## src/rtl/pattern_seq_pkg.sv

```systemverilog
// ============================================================================
// Module  : pattern_seq_pkg
// Brief   : Shared vector-word layout, sequencer states and constants.
// Revision: 1.0 - initial release
// ============================================================================
`default_nettype none

package pattern_seq_pkg;

    // Default field widths of the packed vector word {last, repeat, wft, wfc}
    localparam int DEF_WFT_W = 4;
    localparam int DEF_WFC_W = 184;
    localparam int DEF_RPT_W = 16;

    localparam int WFC_LSB  = 0;
    localparam int WFT_LSB  = WFC_LSB + DEF_WFC_W;
    localparam int RPT_LSB  = WFT_LSB + DEF_WFT_W;
    localparam int LAST_BIT = RPT_LSB + DEF_RPT_W;

    // Waveform character 0 means "no trigger" downstream
    localparam int WFC_NONE = 0;

    typedef enum logic [2:0] {
        ST_IDLE  = 3'd0,
        ST_FETCH = 3'd1,
        ST_PRIME = 3'd2,
        ST_RUN   = 3'd3,
        ST_DONE  = 3'd4
    } seq_state_t;

endpackage

`default_nettype wire

```

## src/rtl/tester_phase_gen.sv

```systemverilog
// ============================================================================
// Module  : tester_phase_gen
// Brief   : Tester-cycle phase counter with tester_sync, wrap and prefetch strobes.
// Revision: 1.0 - initial release
// ============================================================================
`default_nettype none

module tester_phase_gen #(
    parameter int PERIOD = 8
) (
    input  logic clk,
    input  logic rst_n,
    input  logic en,
    output logic tester_sync,
    output logic wrap,
    output logic pf_issue,
    output logic pf_capture
);

    localparam int              c_PH_W = $clog2(PERIOD);
    localparam logic [c_PH_W-1:0] c_LAST = c_PH_W'(PERIOD - 1);
    localparam logic [c_PH_W-1:0] c_HALF = c_PH_W'(PERIOD / 2);
    localparam logic [c_PH_W-1:0] c_ISSUE = c_PH_W'(1);
    localparam logic [c_PH_W-1:0] c_CAPT  = c_PH_W'(2);

    logic [c_PH_W-1:0] r_phase;

    // Phase rests at 0 outside RUN so the first RUN clock is always phase 0
    always_ff @(posedge clk) begin
        if (!rst_n || !en || (r_phase == c_LAST)) begin
            r_phase <= '0;
        end else begin
            r_phase <= r_phase + c_PH_W'(1);
        end
    end

    assign tester_sync = en && (r_phase >= c_HALF);
    assign wrap        = en && (r_phase == c_LAST);
    assign pf_issue    = en && (r_phase == c_ISSUE);
    assign pf_capture  = en && (r_phase == c_CAPT);

endmodule

`default_nettype wire

```

## src/rtl/pattern_vector_sequencer.sv

```systemverilog
// ============================================================================
// Module  : pattern_vector_sequencer
// Brief   : Fetches packed vectors, applies repeats and drives tester_sync/wft/wfc.
// Revision: 1.0 - initial release
// ============================================================================
`default_nettype none

module pattern_vector_sequencer
    import pattern_seq_pkg::*;
#(
    parameter int PERIOD = 8,
    parameter int ADDR_W = 12,
    parameter int WFT_W  = DEF_WFT_W,
    parameter int WFC_W  = DEF_WFC_W,
    parameter int RPT_W  = DEF_RPT_W,
    parameter int CNT_W  = 32
) (
    input  logic                           clk,
    input  logic                           rst_n,
    input  logic                           start,
    input  logic                           abort,
    input  logic [ADDR_W-1:0]              start_addr,
    output logic                           mem_rd,
    output logic [ADDR_W-1:0]              mem_addr,
    input  logic [1+RPT_W+WFT_W+WFC_W-1:0] mem_rdata,
    output logic                           tester_sync,
    output logic [WFT_W-1:0]               wft,
    output logic [WFC_W-1:0]               wfc,
    output logic                           busy,
    output logic                           done,
    output logic                           err,
    output logic [CNT_W-1:0]               cycle_cnt
);

    localparam int c_WORD_W   = 1 + RPT_W + WFT_W + WFC_W;
    localparam int c_WFT_LSB  = WFC_LSB + WFC_W;
    localparam int c_RPT_LSB  = c_WFT_LSB + WFT_W;
    localparam int c_LAST_BIT = c_RPT_LSB + RPT_W;

    seq_state_t          r_state, w_state_nxt;
    logic [ADDR_W-1:0]   r_addr;
    logic                r_cur_last;
    logic [RPT_W-1:0]    r_rpt_left;
    logic [WFT_W-1:0]    r_cur_wft;
    logic [WFC_W-1:0]    r_cur_wfc;
    logic                r_nxt_valid;
    logic [c_WORD_W-1:0] r_nxt_word;
    logic                r_err;
    logic [CNT_W-1:0]    r_cycle_cnt;

    logic w_run, w_sync, w_wrap, w_pf_issue, w_pf_capture, w_pf_ok;
    logic w_mem_rd;
    logic [ADDR_W-1:0] w_mem_addr;

    assign w_run   = (r_state == ST_RUN);
    assign w_pf_ok = !r_cur_last && (r_addr != {ADDR_W{1'b1}}) && !r_nxt_valid;

    tester_phase_gen #(
        .PERIOD (PERIOD)
    ) u_phase (
        .clk         (clk),
        .rst_n       (rst_n),
        .en          (w_run),
        .tester_sync (w_sync),
        .wrap        (w_wrap),
        .pf_issue    (w_pf_issue),
        .pf_capture  (w_pf_capture)
    );

    always_ff @(posedge clk) begin
        if (!rst_n) begin
            r_state <= ST_IDLE;
        end else begin
            r_state <= w_state_nxt;
        end
    end

    always_comb begin
        w_state_nxt = r_state;
        w_mem_rd    = 1'b0;
        w_mem_addr  = '0;
        if (abort) begin
            w_state_nxt = ST_IDLE;
        end else begin
            case (r_state)
                ST_IDLE: begin
                    if (start) w_state_nxt = ST_FETCH;
                end
                ST_FETCH: begin
                    w_mem_rd    = 1'b1;
                    w_mem_addr  = r_addr;
                    w_state_nxt = ST_PRIME;
                end
                ST_PRIME: w_state_nxt = ST_RUN;
                ST_RUN: begin
                    if (w_pf_issue && w_pf_ok) begin
                        w_mem_rd   = 1'b1;
                        w_mem_addr = r_addr + ADDR_W'(1);
                    end
                    // Finish when repeats are used up and there is nothing to follow
                    if (w_wrap && (r_rpt_left == '0) && (r_cur_last || !r_nxt_valid)) begin
                        w_state_nxt = ST_DONE;
                    end
                end
                ST_DONE: w_state_nxt = ST_IDLE;
                default: w_state_nxt = ST_IDLE;
            endcase
        end
    end

    always_ff @(posedge clk) begin
        if (!rst_n) begin
            r_addr      <= '0;
            r_cur_last  <= 1'b0;
            r_rpt_left  <= '0;
            r_cur_wft   <= '0;
            r_cur_wfc   <= '0;
            r_nxt_valid <= 1'b0;
            r_nxt_word  <= '0;
            r_err       <= 1'b0;
            r_cycle_cnt <= '0;
        end else if (abort) begin
            r_nxt_valid <= 1'b0;
        end else begin
            case (r_state)
                ST_IDLE: begin
                    if (start) begin
                        r_addr      <= start_addr;
                        r_err       <= 1'b0;
                        r_cycle_cnt <= '0;
                        r_nxt_valid <= 1'b0;
                    end
                end
                ST_PRIME: begin
                    r_cur_last <= mem_rdata[c_LAST_BIT];
                    r_rpt_left <= mem_rdata[c_RPT_LSB +: RPT_W];
                    r_cur_wft  <= mem_rdata[c_WFT_LSB +: WFT_W];
                    r_cur_wfc  <= mem_rdata[WFC_LSB +: WFC_W];
                end
                ST_RUN: begin
                    // Prefetch conditions are unchanged between issue and capture phases
                    if (w_pf_capture && w_pf_ok) begin
                        r_nxt_word  <= mem_rdata;
                        r_nxt_valid <= 1'b1;
                        r_addr      <= r_addr + ADDR_W'(1);
                    end
                    if (w_wrap) begin
                        if (r_cycle_cnt != {CNT_W{1'b1}}) begin
                            r_cycle_cnt <= r_cycle_cnt + CNT_W'(1);
                        end
                        if (r_rpt_left != '0) begin
                            r_rpt_left <= r_rpt_left - RPT_W'(1);
                        end else if (r_cur_last) begin
                            r_rpt_left <= '0;
                        end else if (!r_nxt_valid) begin
                            r_err <= 1'b1;
                        end else begin
                            r_cur_last  <= r_nxt_word[c_LAST_BIT];
                            r_rpt_left  <= r_nxt_word[c_RPT_LSB +: RPT_W];
                            r_cur_wft   <= r_nxt_word[c_WFT_LSB +: WFT_W];
                            r_cur_wfc   <= r_nxt_word[WFC_LSB +: WFC_W];
                            r_nxt_valid <= 1'b0;
                        end
                    end
                end
                default: begin
                    r_nxt_valid <= r_nxt_valid;
                end
            endcase
        end
    end

    assign mem_rd      = w_mem_rd;
    assign mem_addr    = w_mem_addr;
    assign tester_sync = w_sync;
    assign wft         = w_run ? r_cur_wft : '0;
    assign wfc         = w_run ? r_cur_wfc : WFC_W'(WFC_NONE);
    assign busy        = (r_state != ST_IDLE);
    assign done        = (r_state == ST_DONE) && !r_err;
    assign err         = r_err;
    assign cycle_cnt   = r_cycle_cnt;

endmodule

`default_nettype wire

```

## config.mk

```make
export PLATFORM = sky130hd
export DESIGN_NAME = pattern_vector_sequencer
export DESIGN_NICKNAME = d
export VERILOG_FILES = /design/src/rtl/pattern_seq_pkg.sv /design/src/rtl/tester_phase_gen.sv /design/src/rtl/pattern_vector_sequencer.sv
export SDC_FILE = /design/constraint.sdc
export NUM_CORES = 1
export LEC_CHECK = 0
export BUFFER_PORTS_ARGS = -buffer_cell sky130_fd_sc_hd__buf_2
export CAP_MARGIN = 20
export CORE_ASPECT_RATIO = 1.4
export CORE_MARGIN = 2
export CORE_UTILIZATION = 43
export CTS_CLUSTER_DIAMETER = 100
export DETAILED_ROUTE_END_ITERATION = 16
export PLACE_DENSITY = 0.74
export RECOVER_POWER = 100
export SYNTH_ARGS = -nofsm -noshare
export SYNTH_HDL_FRONTEND = slang
export SYNTH_HIERARCHICAL = 1
export SYNTH_SLANG_ARGS = --single-unit
```

## constraint.sdc

```tcl
create_clock -name clk -period 3.5 [get_ports clk]
set_input_delay 0.7 -clock clk [delete_from_list [all_inputs] [get_ports clk]]
set_output_delay 0.7 -clock clk [all_outputs]
set_load 0.005 [all_outputs]
```

* Yosys cells after proc, flatten, opt, wreduce, memory -nomap -nowiden
Cells that the tools add are included.
Widths: inputs -> output; s select.
** Cells by class
- $lt $le $gt $ge :: 1
- Equality and inequality tests :: 19
- Reduce and logical (&&, ||, !) cells :: 35
- Mux-type cells :: 50
- Add/sub/neg operators :: 4
- Bitwise operators :: 2
** Operators with widths (count)
- $mux 184 :: 5
- $pmux 184 s2 :: 1
- $mux 32 :: 3
- $mux 16 :: 4
- $pmux 32 s2 :: 1
- $mux 12 :: 4
- $pmux 12 s2 :: 2
- $add 32x1->32 const B :: 1
- $ne 32x32->1 const B :: 1
- $pmux 16 s2 :: 1
- $mux 4 :: 5
- $ne 2x2->1 const B :: 9
- $logic_not 16->1 :: 1
- $mux 1 :: 16
- $reduce_bool 16->1 :: 1
- $sub 16x1->16 const B :: 1
- $add 12x1->12 const B :: 1
- $ne 12x12->1 const B :: 1
- $pmux 3 s4 :: 1
- $reduce_and 4->1 :: 3
- $logic_and 1x1->1 :: 11
- $eq 3x2->1 const B :: 3
- $pmux 1 s2 :: 4
- $pmux 4 s2 :: 1
- 18 further kinds :: 30
** Storage, ports and cells
- Output and inout bits :: 237
- Bits of input ports :: 221
- Register bits :: 462
- Word-level logic and storage cells :: 122

* Logic depth before layout (Yosys ltp)
- Depth in word-level cells :: 10
- Depth in mapped cells :: 13
- Depth with buffers taken out :: 8

* By module
Netlist, hierarchy kept.
** Modules (own cells, without submodules)
- pattern_vector_sequencer :: area each 20656.1 µm², sequential area each 9188.8 µm², cells an instance 2347, instances 1
- tester_phase_gen :: area each 187.7 µm², sequential area each 60.1 µm², cells an instance 16, instances 1

* Least setup slack after synthesis
Ideal clock, no wire load.
- Path type :: reg-to-output
- From :: register r_state[1]
- To :: output port mem_addr[11]
- Stages on the path, launching flop included :: 12
- Slack :: 105 ps
- Path buffers :: 4
- Data required time :: 2800 ps
- Data arrival time :: 2695 ps
- Cell sequence :: dfxtp_1 nand3b_1 inv_1 buf_2 clkbuf_1 clkbuf_1 and3b_2 nand3_1 nor2_1 clkbuf_1 a21oi_1 a311oi_1
** On the way
- Cells in the longest elaborated chain, start to end :: 6
- Elaborated cells between the ends (all ways) :: 7
- Those cells by class :: eq/ne (2); mux (3); reduce/logical (2)
** Ends and longest elaborated chain
- start: declaration :: line pattern_vector_sequencer.sv:40 : seq_state_t r_state, w_state_nxt;
- start signal: assignment :: line pattern_vector_sequencer.sv:74 : r_state <= w_state_nxt;
- $eq 3x2->1 :: line pattern_vector_sequencer.sv:55 : assign w_run = (r_state == ST_RUN);
- named net w_run :: line pattern_vector_sequencer.sv:51 : logic w_run, w_sync, w_wrap, w_pf_issue, w_pf_capture, w_pf_ok;
- $logic_and 1x1->1 :: line tester_phase_gen.sv:39 : assign pf_issue = en && (r_phase == c_ISSUE);
- named net w_pf_issue :: line pattern_vector_sequencer.sv:51
- $logic_and 1x1->1 :: line pattern_vector_sequencer.sv:96 : if (w_pf_issue && w_pf_ok) begin
- $mux 12 :: line pattern_vector_sequencer.sv:96
- $pmux 12 s2 :: line pattern_vector_sequencer.sv:85 : case (r_state)
- $mux 12 :: line pattern_vector_sequencer.sv:82 : if (abort) begin
- end: declaration :: line pattern_vector_sequencer.sv:24 : output logic [ADDR_W-1:0] mem_addr,
The timed path passes the listed nets, and every way through them passes these cells.

* Final worst setup path
- From :: register r_state[2]
- To :: output port mem_addr[2]
** On the way
- Cells in the longest elaborated chain, start to end :: 6
- Elaborated cells between the ends (all ways) :: 7
- Those cells by class :: eq/ne (2); mux (3); reduce/logical (2)
** Ends and longest elaborated chain (line)
- $eq 3x2->1 :: pattern_vector_sequencer.sv:55
- $logic_and 1x1->1 :: tester_phase_gen.sv:39
- named net w_pf_issue :: pattern_vector_sequencer.sv:51
- $logic_and 1x1->1 :: pattern_vector_sequencer.sv:96
- $mux 12 :: pattern_vector_sequencer.sv:96
- $pmux 12 s2 :: pattern_vector_sequencer.sv:85
- $mux 12 :: pattern_vector_sequencer.sv:82
The timed path passes the listed nets, and every way through them passes these cells.

==> impl_metrics.tcl <==
set metrics [dict create \
    status "finished with violations" \
    violations "max-capacitance violations, max-slew violations" \
    start_util 0.435 \
    synth_top_family_by_area "compound AO/OA/AOI/OAI gates" \
    synth_ff_type "dfxtp_1" \
    synth_compound_area_frac 0.290 \
    min_path_type "in2reg" \
    max_freq_ghz 0.299 \
    powerDensity_nw_per_um2 457 \
    globalRoute.totalOverflow 0 \
    worst_setup_path_end_kind "primary output" \
    clkSinkCount 462 \
    synth_fa_ha_area_frac 0.00480 \
    nets 2902 \
    combPwrFrac 0.059 \
    p_leak_nw 9.30 \
    cts_buffers 48 \
    routed_via_density 5.94 \
    clockBufferDepth 3 \
    synth.largest_area_cell "dfxtp_1" \
    place_congestion 0.854 \
    cts_root_buf "clkbuf_16" \
    yosys.area.top_type_share 0.444 \
    min_period_ns 3.35 \
    synth_warnings 6 \
    syn_to_final_growth_pct 19.5 \
    internal-power_mw 8.76 \
    grt_pass1_wl_um 105000 \
    syn_inst 2363 \
    fp.dieW_um 190 \
    drv_slew 14 \
    setup_violations 0 \
    grt_usage 0.252 \
    min_to "r_nxt_word[59]$_SDFFE_PN0P_" \
    slew_headroom -0.0661 \
    grt_max_degree 217 \
    fillers 4399 \
    skew_ns 0.0221 \
    ir_drop_mv 0.430 \
    worstSkewPairLatency_ns 0.58 \
    syn_nets 2592 \
    ys_seq_area_frac 0.444 \
    wl_per_cell_um 19.8 \
    cp_slowest_stage_delay_ns 0.33 \
    htree_levels 2 \
    synth_enable_flop_cells 0 \
    final_core_util 0.520 \
    hold_viol_final 0 \
    drive_above_1_share 0.246 \
    worst_pin_slew_ns 1.58 \
    p_sw_mw 2.62 \
    swShare 0.230 \
    r2r_start "r_state[2]$_SDFFE_PP0P_" \
    synth_most_common_cell "nand2_1" \
    crit_family "simple AND/OR/NAND/NOR gates" \
    drv_cap 1 \
    synthMuxAreaShare 0.000540 \
    worst-path-buf-inv 3 \
    rows 95 \
    crit_fanout 14 \
    core_um2 47900 \
    synthXorXnorAreaFrac 0.00588 \
    synth_common_cells "475 x nand2_1, 462 x dfxtp_1, 254 x a21oi_1, 192 x and2_1, 188 x o22a_1" \
    grt_antenna_before_repair 18 \
    period_share 0.956 \
    drc_errors 0 \
    grt_setup_unrepaired "no" \
    r2r_setup_slack_ns 0.33 \
    crit_chain "nand3b_1 -> inv_8 -> and3b_2 -> nand3_2 -> nor2_1 -> buf_6 -> a21oi_1 -> a311oi_2 -> buf_2" \
    dp_hpwl_um 41900 \
    num_vias 19943 \
    hp-start "mem_rdata[59]" \
    syn_avg_cell_area_um2 8.82 \
    min_path_cells 3 \
    yosys-top-cells-area "dfxtp_1 44%, o221a_2 9.5%, nand2_1 8.6%" \
    path_clk_slew_ns 0.06 \
    grt_pass1_vias 19653 \
    critPathKind "reg2out" \
    postCtsHoldBufs 0 \
    die-area_um2 50300 \
    r2r_cells 6 \
    pwr-share-clk 0.470 \
    cpMaxStageDelayCell "a311oi_2" \
    portBuffers 457 \
    critPathArrivalTime_ns 2.65 \
    yosysUniqueCellTypes 73 \
    finalWirelength_um 66600 \
    final.setup.tns_ns 0 \
    synthSimpleGateAreaFrac 0.203 \
    required_ns 2.80 \
    r2r-end "cycle_cnt[13]$_SDFFE_PN0P_" \
    ios 458 \
    async_reset_ff_frac 0 \
    seqPwrFrac 0.471 \
    dr.pass1.iters 5 \
    synth_seq_cells 462 \
    cts_tree "built" \
    fp.dieH_um 265 \
    drtIter0Drc 1457 \
    synth_area_um2 20800 \
    critPathLaunchType "flip-flop" \
    postRouteAntennaNets 0 \
]
==> placed cells by master (no fill, tap or decap), drive strengths merged, types with 7 or more instances in the layout <==
cell | Yosys | layout
a21oi | 255 | 255
a311oi | 15 | 15
a31oi | 14 | 14
and2 | 195 | 195
and3 | 13 | 13
and4 | 11 | 11
buf | 62 | 377
clkbuf | 173 | 189
clkinv | 0 | 12
dfxtp | 462 | 462
diode | 0 | 12
ha | 8 | 8
inv | 11 | 14
nand2 | 475 | 475
nand3 | 34 | 34
nand4 | 18 | 18
nor2 | 34 | 34
nor3 | 16 | 16
nor4 | 10 | 10
o211ai | 14 | 14
o21ai | 34 | 34
o221a | 189 | 189
o22a | 188 | 188
o22ai | 7 | 7
o31ai | 14 | 14
or3 | 19 | 19
or4 | 12 | 12
xnor2 | 10 | 10
==> per-stage QoR <==
step / area [um^2] / setup WS, ns / total power, mW / hold WS, ns / cells
after global routing: 24900 / 0.0105 / 11.7 / 0.361 / 3354
after CTS: 25100 / 0.00976 / 11.5 / 0.341 / 3343
after detailed placement: 23400 / 0.555 / 6.14 / 0.448 / 3253
after global placement: 23400 / 0.575 / 6.12 / 0.441 / 3253
after floorplan: 20800 / 0.105 / 5.85 / 0.434 / 2363
final: 24900 / 0.154 / 11.4 / 0.368 / 3355
==> area by class of cell <==
type                    count  area (um^2)  area share
well taps                 630          788      0.0316
multi-input cells        1655        10500       0.423
clock buffers              71         1430      0.0573
flip-flops and latches    462         9250       0.371
diodes                     12         30.0     0.00121
inverters                  11         53.8     0.00216
repair buffers            495         2580       0.103
clock inverters            19          236     0.00949
==> worst register-to-register path, cell delays in order, from the launching register on <==
cell and delay [ns]:
dfxtp_1 0.31, nand3b_1 0.27, clkbuf_2 0.63, or4_1 0.78, nor3_2 0.67, o21ai_0 0.26
a21oi_1 0.18
==> per-layer routing <==
| layer | GRT usage | vias up | share of wire |
|---|---|---|---|
| li1 | - | 9299 | - |
| met1 | 0.297 | 9674 | 0.39 |
| met2 | 0.423 | 769 | 0.49 |
| met3 | 0.0571 | 189 | 0.071 |
| met4 | 0.138 | 12 | 0.051 |
| met5 | 0 | - | 0.0012 |
==> logic make-up after synthesis <==
group | after synthesis
buffers and inverters | 246
muxes | 1
xor gates and xnor gates | 14
and+or+nand+nor | 862
DFF | 462
AOI/OAI and AO/OA | 770
adders and majority gates | 8
==> registers in the layout, indices dropped and copies added, names as in the netlist <==
signal / flops
cycle_cnt: 32
err: 1
r_addr: 12
r_cur_last: 1
r_cur_wfc: 184
r_cur_wft: 4
r_nxt_valid: 1
r_nxt_word: 205
r_rpt_left: 16
r_state: 3
u_phase/r_phase: 3
==> timing repair <==
item                       in CTS  in global routing
gates resized for setup         3                  7
pin swaps                       0                  2
cloned                          0                  0
setup buffers                   0                  0
setup endpoints to repair       5                 11
==> power by group through the flow <==
stage | Sequential [mW] | Combinational [mW] | Clock (mW)
6_report | 5.36 | 0.674 | 5.35
5_1_grt | 5.36 | 0.725 | 5.65
4_1_cts | 5.35 | 0.676 | 5.44
3_5_place_dp | 5.47 | 0.671 | 0
3_3_place_gp | 5.47 | 0.653 | 0
2_1_floorplan | 5.46 | 0.390 | 0
==> worst max-delay path by stage <==
stage	start	endpoint	slack (ns)	cells after the start
4_1_cts	r_addr[0]$_SDFFE_PN0P_	mem_addr[7]	0.01	8
2_1_floorplan	r_state[1]$_SDFFE_PP0P_	mem_addr[11]	0.10	11
6_report	r_state[2]$_SDFFE_PP0P_	mem_addr[2]	0.15	9
3_5_place_dp	r_addr[0]$_SDFFE_PN0P_	mem_addr[2]	0.55	8
5_1_grt	r_state[2]$_SDFFE_PP0P_	mem_addr[5]	0.01	9
3_3_place_gp	r_addr[0]$_SDFFE_PN0P_	mem_addr[2]	0.58	8
(Power assumes the default switching activity.)
